[src/rtl/apb_pkg.sv]
// Shared types and address-map defaults for the APB bridge and the
// peripheral address map.
package apb_pkg;

  typedef enum logic [2:0] {
    IDLE   = 3'd0,
    SETUP  = 3'd1,
    ACCESS = 3'd2,
    DONE   = 3'd3,
    ERR    = 3'd4
  } apb_state_e;

  localparam logic [31:0] APB_ADDR_BASE  = 32'h1000_0000;
  localparam logic [31:0] APB_SLAVE_SIZE = 32'h0000_1000;

  // An index bus needs at least one bit, even with a single slave.
  function automatic int idx_width(input int n);
    return (n > 1) ? $clog2(n) : 1;
  endfunction

endpackage

[src/rtl/apb_addr_decoder.sv]
// Combinational peripheral-window decode: one-hot select, binary index and
// hit flag for a byte address.
module apb_addr_decoder
  import apb_pkg::*;
#(
  parameter int          NUM_SLAVES = 4,
  parameter logic [31:0] ADDR_BASE  = APB_ADDR_BASE,
  parameter logic [31:0] SLAVE_SIZE = APB_SLAVE_SIZE,
  localparam int         IW         = idx_width(NUM_SLAVES)
) (
  input  logic [31:0]           i_addr,
  output logic [NUM_SLAVES-1:0] o_sel,
  output logic [IW-1:0]         o_idx,
  output logic                  o_hit
);

  localparam int SIZE_LOG2 = $clog2(SLAVE_SIZE);

  logic [31:0] w_offset;
  logic [31:0] w_slot;

  // The offset wraps for addresses below the base; the explicit compare
  // rejects those before the slot number is trusted.
  assign w_offset = i_addr - ADDR_BASE;
  assign w_slot   = w_offset >> SIZE_LOG2;
  assign o_hit    = (i_addr >= ADDR_BASE) && (w_slot < 32'(NUM_SLAVES));
  assign o_idx    = o_hit ? w_slot[IW-1:0] : '0;

  always_comb begin
    o_sel = '0;
    for (int i = 0; i < NUM_SLAVES; i++) begin
      o_sel[i] = o_hit && (w_slot == 32'(i));
    end
  end

endmodule

[src/rtl/apb_master.sv]
// Core data bus to APB3 bridge with address decode, slave-error pass-through
// and an ACCESS-phase timeout.
//   state  | meaning
//   IDLE   | waiting for busReq; latches address/control/data and slave index
//   SETUP  | PSEL asserted, PENABLE low
//   ACCESS | PSEL and PENABLE high, waiting for PREADY or timeout
//   DONE   | busReady pulse, busError = latched PSLVERR
//   ERR    | busReady + busError pulse (miss or timeout)
module apb_master
  import apb_pkg::*;
#(
  parameter int          NUM_SLAVES     = 4,
  parameter logic [31:0] ADDR_BASE      = APB_ADDR_BASE,
  parameter logic [31:0] SLAVE_SIZE     = APB_SLAVE_SIZE,
  parameter int          TIMEOUT_CYCLES = 255
) (
  input  logic                     clk,
  input  logic                     reset,
  input  logic                     busReq,
  input  logic                     busWe,
  input  logic [31:0]              busAddr,
  input  logic [31:0]              busWData,
  output logic [31:0]              busRData,
  output logic                     busReady,
  output logic                     busError,
  output logic [31:0]              PADDR,
  output logic                     PWRITE,
  output logic [31:0]              PWDATA,
  output logic                     PENABLE,
  output logic [NUM_SLAVES-1:0]    PSEL,
  input  logic [NUM_SLAVES*32-1:0] PRDATA,
  input  logic [NUM_SLAVES-1:0]    PREADY,
  input  logic [NUM_SLAVES-1:0]    PSLVERR
);

  localparam int             IW       = idx_width(NUM_SLAVES);
  localparam int             CW       = $clog2(TIMEOUT_CYCLES + 1);
  localparam logic [CW-1:0]  CNT_MAX  = CW'(TIMEOUT_CYCLES);
  localparam logic [CW-1:0]  CNT_LAST = CW'(TIMEOUT_CYCLES - 1);

  apb_state_e r_state;
  apb_state_e w_next;

  logic [NUM_SLAVES-1:0] w_dec_sel;
  logic [IW-1:0]         w_dec_idx;
  logic                  w_dec_hit;

  logic [NUM_SLAVES-1:0] r_sel;
  logic [IW-1:0]         r_idx;
  logic [31:0]           r_paddr;
  logic [31:0]           r_pwdata;
  logic                  r_pwrite;
  logic [31:0]           r_rdata;
  logic                  r_slverr;
  logic [CW-1:0]         r_cnt;

  logic [31:0]           w_prdata;
  logic                  w_pready;
  logic                  w_pslverr;
  logic                  w_timeout;

  apb_addr_decoder #(
    .NUM_SLAVES (NUM_SLAVES),
    .ADDR_BASE  (ADDR_BASE),
    .SLAVE_SIZE (SLAVE_SIZE)
  ) u_dec (
    .i_addr (busAddr),
    .o_sel  (w_dec_sel),
    .o_idx  (w_dec_idx),
    .o_hit  (w_dec_hit)
  );

  assign w_prdata  = PRDATA[32*r_idx +: 32];
  assign w_pready  = PREADY[r_idx];
  assign w_pslverr = PSLVERR[r_idx];
  // This ACCESS cycle is the last one allowed: the count reaches the limit here.
  assign w_timeout = (r_cnt >= CNT_LAST);

  always_ff @(posedge clk or negedge reset) begin
    if (!reset) r_state <= IDLE;
    else        r_state <= w_next;
  end

  always_comb begin
    w_next   = r_state;
    PSEL     = '0;
    PENABLE  = 1'b0;
    busReady = 1'b0;
    busError = 1'b0;
    case (r_state)
      IDLE: begin
        if (busReq) w_next = w_dec_hit ? SETUP : ERR;
      end
      SETUP: begin
        PSEL   = r_sel;
        w_next = ACCESS;
      end
      ACCESS: begin
        PSEL    = r_sel;
        PENABLE = 1'b1;
        if (w_pready)       w_next = DONE;
        else if (w_timeout) w_next = ERR;
      end
      DONE: begin
        busReady = 1'b1;
        busError = r_slverr;
        w_next   = IDLE;
      end
      ERR: begin
        busReady = 1'b1;
        busError = 1'b1;
        w_next   = IDLE;
      end
      default: w_next = IDLE;
    endcase
  end

  always_ff @(posedge clk or negedge reset) begin
    if (!reset) begin
      r_sel    <= '0;
      r_idx    <= '0;
      r_paddr  <= '0;
      r_pwdata <= '0;
      r_pwrite <= 1'b0;
      r_rdata  <= '0;
      r_slverr <= 1'b0;
      r_cnt    <= '0;
    end else begin
      if (r_state == IDLE && busReq) begin
        r_paddr  <= busAddr;
        r_pwrite <= busWe;
        r_pwdata <= busWData;
        r_sel    <= w_dec_sel;
        r_idx    <= w_dec_idx;
      end
      if (w_next == SETUP) begin
        r_cnt <= '0;
      end else if (r_state == ACCESS && r_cnt != CNT_MAX) begin
        r_cnt <= r_cnt + 1'b1;
      end
      if (r_state == ACCESS && w_pready) begin
        r_slverr <= w_pslverr;
        if (!r_pwrite) r_rdata <= w_prdata;
      end
    end
  end

  assign busRData = r_rdata;
  assign PADDR    = r_paddr;
  assign PWRITE   = r_pwrite;
  assign PWDATA   = r_pwdata;

endmodule

[config.mk]
export PLATFORM = sky130hd
export DESIGN_NAME = apb_master
export DESIGN_NICKNAME = d
export VERILOG_FILES = /design/src/rtl/apb_pkg.sv /design/src/rtl/apb_addr_decoder.sv /design/src/rtl/apb_master.sv
export SDC_FILE = /design/constraint.sdc
export NUM_CORES = 1
export LEC_CHECK = 0
export CORE_ASPECT_RATIO = 1.4
export CORE_MARGIN = 1.5
export CORE_UTILIZATION = 39
export CTS_CLUSTER_DIAMETER = 60
export DETAILED_ROUTE_END_ITERATION = 10
export PLACE_DENSITY = 0.77
export SLEW_MARGIN = 20
export SYNTH_ARGS = -nofsm -noshare
export SYNTH_HDL_FRONTEND = slang
export SYNTH_HIERARCHICAL = 1
export SYNTH_SLANG_ARGS = --single-unit
[constraint.sdc]
create_clock -name clk -period 2.2 [get_ports clk]
set_input_delay 0.44 -clock clk [delete_from_list [all_inputs] [get_ports clk]]
set_output_delay 0.44 -clock clk [all_outputs]
set_load 0.02 [all_outputs]
# == After elaboration in Yosys (flattened, before gate mapping) ==
# Index checks and enable logic that the tools add are counted.
# word_totals
word_cells,56
regBits,115
# op_classes
eq_ne,9
mux,16
addsub,2
n_bitwise,1
magnitude_cmp,4
reduce_logical,14
shifts,1
# op_table
op,count
128-bit by 8-bit indexed part select with 32-bit output,1
20-bit by 2-bit equality test with 1-bit output (second input constant),2
32-bit by 29-bit >= comparator with 1-bit output (second input constant),1
32-bit zero test,1
32-bit by 29-bit subtractor with 32-bit output (second input constant),1
20-bit by 1-bit equality test with 1-bit output (second input constant),1
20-bit by 3-bit less-than comparator with 1-bit output (second input constant),1
8-bit 2-to-1 mux,2
3-bit 2-to-1 mux,4
3-bit case mux with 3 select lines,1
8-bit by 1-bit adder with 8-bit output (second input constant),1
8-bit >= comparator (second input constant),1
1-bit logical AND,8
8-bit inequality test (second input constant),1
3-bit by 1-bit equality test with 1-bit output (second input constant),2
3-bit by 2-bit equality test with 1-bit output (second input constant),2
1-bit binary-select mux with 2-bit select,2
1-bit 2-to-1 mux,4
4-bit 2-to-1 mux,1
2-bit OR reduction,2
3-bit equality test (second input constant),1
3-bit zero test,1
2-bit by 3-bit less-than comparator with 1-bit output (second input constant),1
2-bit 2-to-1 mux,1
other kinds (4),4

# == Depth between registers and ports, before layout ==
# depth
depth_word,8
mapped_depth,8
ltp_nobuf,5

# == Modules after synthesis ==
# Netlist, hierarchy kept.
# by_module_without_submodules
mod,area_per_inst_um2,instances,cells_each
apb_master,5509.0,1,337
apb_addr_decoder,112.6,1,16

# == Least setup slack after synthesis ==
# Ideal clock, no wire load.
# synth_path
path_kind,register to register
from,register r_state[0]
to,register r_rdata[10] (netlist: busRData[10])
period_less_slack_ps,1927
arrival_ps,1802
slack_ps,273
stages_incl_launch_ff,9
setup_time_ps,125
cell_sequence,dfrtp_1 or3b_1 buf_6 clkinv_8 nand2_2 or2_1 buf_6 buf_12 mux2_4
# synth_between
elab_chain_len,3
# synth_rtl
element,line,rtl
from (decl),apb_master.sv:41,apb_state_e r_state;
from (signal assigned),apb_master.sv:81,else r_state <= w_next;
3-bit by 2-bit equality test with 1-bit output,apb_master.sv:141,if (r_state == ACCESS && w_pready) begin
1-bit logical AND,apb_master.sv:141,
2-bit AND reduction (no source line),-,
to (signal assigned),apb_master.sv:143,if (!r_pwrite) r_rdata <= w_prdata;
to (decl),apb_master.sv:53,logic [31:0] r_rdata;
# No other way between the ends.
# A chain may end at the register's enable or synchronous reset.

# == Final worst setup path ==
# layout_path
from,register r_state[2]
to,output PENABLE
# layout_between
elab_chain_len,2
# layout_rtl
element,line,rtl
3-bit by 2-bit equality test with 1-bit output,apb_master.sv:90,case (r_state)
1-bit 2-to-1 mux,apb_master.sv:90,
to (decl),apb_master.sv:29,"output logic PENABLE,"
# No other way between the ends.

==> metrics <==
Pwr Density=1290 nW/um^2; static leakage=3.94 nW; number of antenna violations at the first check in global routing=0; reg2reg start=r_state[2]; Power, Total=12.3 mW; status=finished, final reports clean; Final min period=2.09 ns; standard cell core area=14000 um^2; synth top area cells=dfrtp_1 (51%), mux2_2 (15%), mux4_2 (14%), mux2_4 (8.0%), buf_12 (1.1%); drt wl/cell=19.4 um; GRT Util Overall=23.1%; Layout Cells excl Fill=877; final hold vios=0; clk buf depth=2; compound-cell area share of the yosys netlist=1.67%; combinational power share=46.5%; initial drt markers=190; gpl congestion=0.835; Post-Syn Instances=353; die area=15200 um^2; post-synthesis mux area share=37.2%; internal cell power=8.16 mW; sequential share of the synthesized area=51.2%; Synth warnings=6; Register-to-Register Setup Slack=0.27 ns; FMAX=479 MHz; cell area after layout=9590 um^2; clk root buf=clkbuf_16; relative slew slack=60.9%; Clock transition at path regs=0.06 ns; final-report max-slew violation count=0; Worst Path Required=1.76 ns; syn nets=559; Crit Path Category=reg2out; share of layout cells above drive strength 1=30.3%; Pre-antenna DRT Iters=4; switch share=33.8%; Net Switching=4.17 mW; count leader, synth=dfrtp_1; post-synthesis sequential element count=115; largest net degree at the start of global routing=68; share of power burned in registers=30.4%; Peak supply drop=0.867 mV; Filler Cell Count=1013; dominant cell type by area after synthesis=dfrtp_1; Clock Latency Late Sink=0.40 ns; largest family of logic cells by synthesized area=multiplexers; antenna-violating nets left=0; Core Rows=51; WL final=17000 um; placed insts=843; Worst R2R Path Depth=6; total of max-cap violations=0; via count of the first global-routing pass=5004; GRT overflow=0; nets=885; commonest cells in the netlist=dfrtp_1 (115), mux2_2 (75), mux4_2 (34); simple-gate portion of the synthesized area=5.52%; r2r endpoint=busRData[22]; fin crit share=95.0%; Initial Util=40.2%; clock skew=0.00775 ns; Synth async-reset ratio=100%; TritonCTS clock tree=done; die height=145 um; xor and xnor fraction of the mapped netlist area=0.467%; CP startpoint kind=register; # IOs=308; TritonCTS Sinks=115; CP max FO=6; Worst EP arrival=1.65 ns; CP endpoint kind=primary output; # DRC=0; adder-cell share of the synthesized area=0.445%; worst-margin pin slew=0.572 ns; Cell variety after synth=42; Setup Viol. Count Final=0; via count=4446; RSZ-0062 raised after global routing=false; clock power share=23.1%; Finished Core Util=68.6%; PortBufs=307; first-pass GRT wire length=27100 um; area share of the largest cell type after synthesis=51.2%; Vias/cell=5.07; Syn-to-layout area delta=70.5%; Placed Area=8980 um^2; post-detail-place hpwl=13200 um; ys flop type=dfrtp_1; CTS HTree Levels=4; HP Class=in2async; CTS buffer count=17; Post-Syn Area per Cell=15.9 um^2; ANT cells=0; die width=104 um; synthesized area=5620 um^2; EDFF count, synth=0
[how the worst max path moves through the flow]
stage                from      endpoint  slack [ns]  cells after the start
6_report       r_state[2]       PENABLE        0.11                      3
5_1_grt        r_state[0]       PSEL[3]        0.04                      5
3_5_place_dp    PREADY[3]  busRData[20]       -0.04                      6
4_1_cts        r_state[0]       PSEL[3]       0.002                      5
2_1_floorplan  r_state[0]  busRData[10]        0.27                      8
3_3_place_gp    PREADY[3]  busRData[29]       -0.02                      6
[final cells by class]
class / count / area (um^2) / share of cell area, %
repair buffers: 329 / 3270 / 34.1
flip-flops and latches: 115 / 2880 / 30.0
multi-input cells: 210 / 2550 / 26.7
clock buffers: 18 / 439 / 4.58
well taps: 185 / 231 / 2.41
clock inverters: 14 / 175 / 1.83
inverters: 6 / 35.0 / 0.365
[layout by cell type (no fill, tap or decap), types with 2 or more instances in the layout]
master	synthesis	layout
nand2b_1	4	4
dfrtp_1	115	113
clkbuf_16	0	17
mux2i_1	3	3
nand2_1	7	7
clkinvlp_4	0	3
xnor2_1	3	3
and4_1	2	2
clkinv_2	0	2
mux4_2	34	34
nor3_1	3	3
nor4_1	7	7
buf_4	1	17
buf_12	3	5
bufinv_16	0	3
clkdlybuf4s50_1	0	299
clkbuf_2	0	2
a21oi_1	2	2
mux2_2	75	75
a211oi_1	3	3
buf_2	10	4
nor2_1	8	8
inv_6	0	5
ha_1	2	2
inv_1	5	5
and2_1	6	6
dfrtp_2	0	2
nand3_1	3	3
o22ai_1	2	2
mux2_4	30	30
[layer usage]
layer  share of wire, %  wire, um  up-vias  GRT usage (%)
li1                   -         -     1984              -
met1                 36      6170     2198           26.1
met2                 52      8890      233           40.3
met3                8.8      1500       31           7.91
met4                2.7       465        0           8.26
met5                  0         0        -              0
[power groups by stage]
stage / registers (mW) / clock network (mW) / logic (mW)
final: 3.74 / 2.85 / 5.73
after global routing: 3.87 / 3.01 / 6.03
after CTS: 3.75 / 2.92 / 5.80
after detailed placement: 3.77 / 0 / 5.76
after global placement: 3.70 / 0 / 5.65
after floorplan: 4.78 / 0 / 1.86
[per-stage QoR]
stage,setup WS [ns],setup TNS [ns],hold WS [ns]
3_5_place_dp,-0.0444,-0.850,0.338
4_1_cts,0.00188,0,0.444
3_3_place_gp,-0.0176,-0.288,0.324
5_1_grt,0.0392,0,0.453
6_report,0.110,0,0.455
2_1_floorplan,0.273,0,0.144
[state kept, by name, summed over array words and instances (netlist names)]
register / flops
r_idx: 2
PWRITE: 1
PADDR: 32
PWDATA: 32
busRData: 32
r_sel: 4
r_state: 3
r_cnt: 8
r_slverr: 1
[worst max-delay path, cell delays in order, from the launching register on]
cell             delay, ns
dfrtp_1               0.43
or3b_4                0.44
clkinv_8              0.08
clkdlybuf4s15_1       0.31
[repair_timing]
item	4_1_cts	5_1_grt
endpoints found under the setup margin	7	7
pin swaps	0	0
hold endpoints to repair	17	0
hold buffers	1	0
gates cloned	0	0
gates resized for setup	17	9
setup buffers	1	0
[logic make-up (layout without fill, tap and decap cells)]
kind of cell | after synthesis | in the layout
mux | 142 | 142
flops | 115 | 115
simple gates | 50 | 50
buf+inv | 28 | 367
compound gates | 13 | 13
xor+xnor | 3 | 3
fa+ha+maj | 2 | 2
Note: power is estimated with default switching activity, not from simulation.
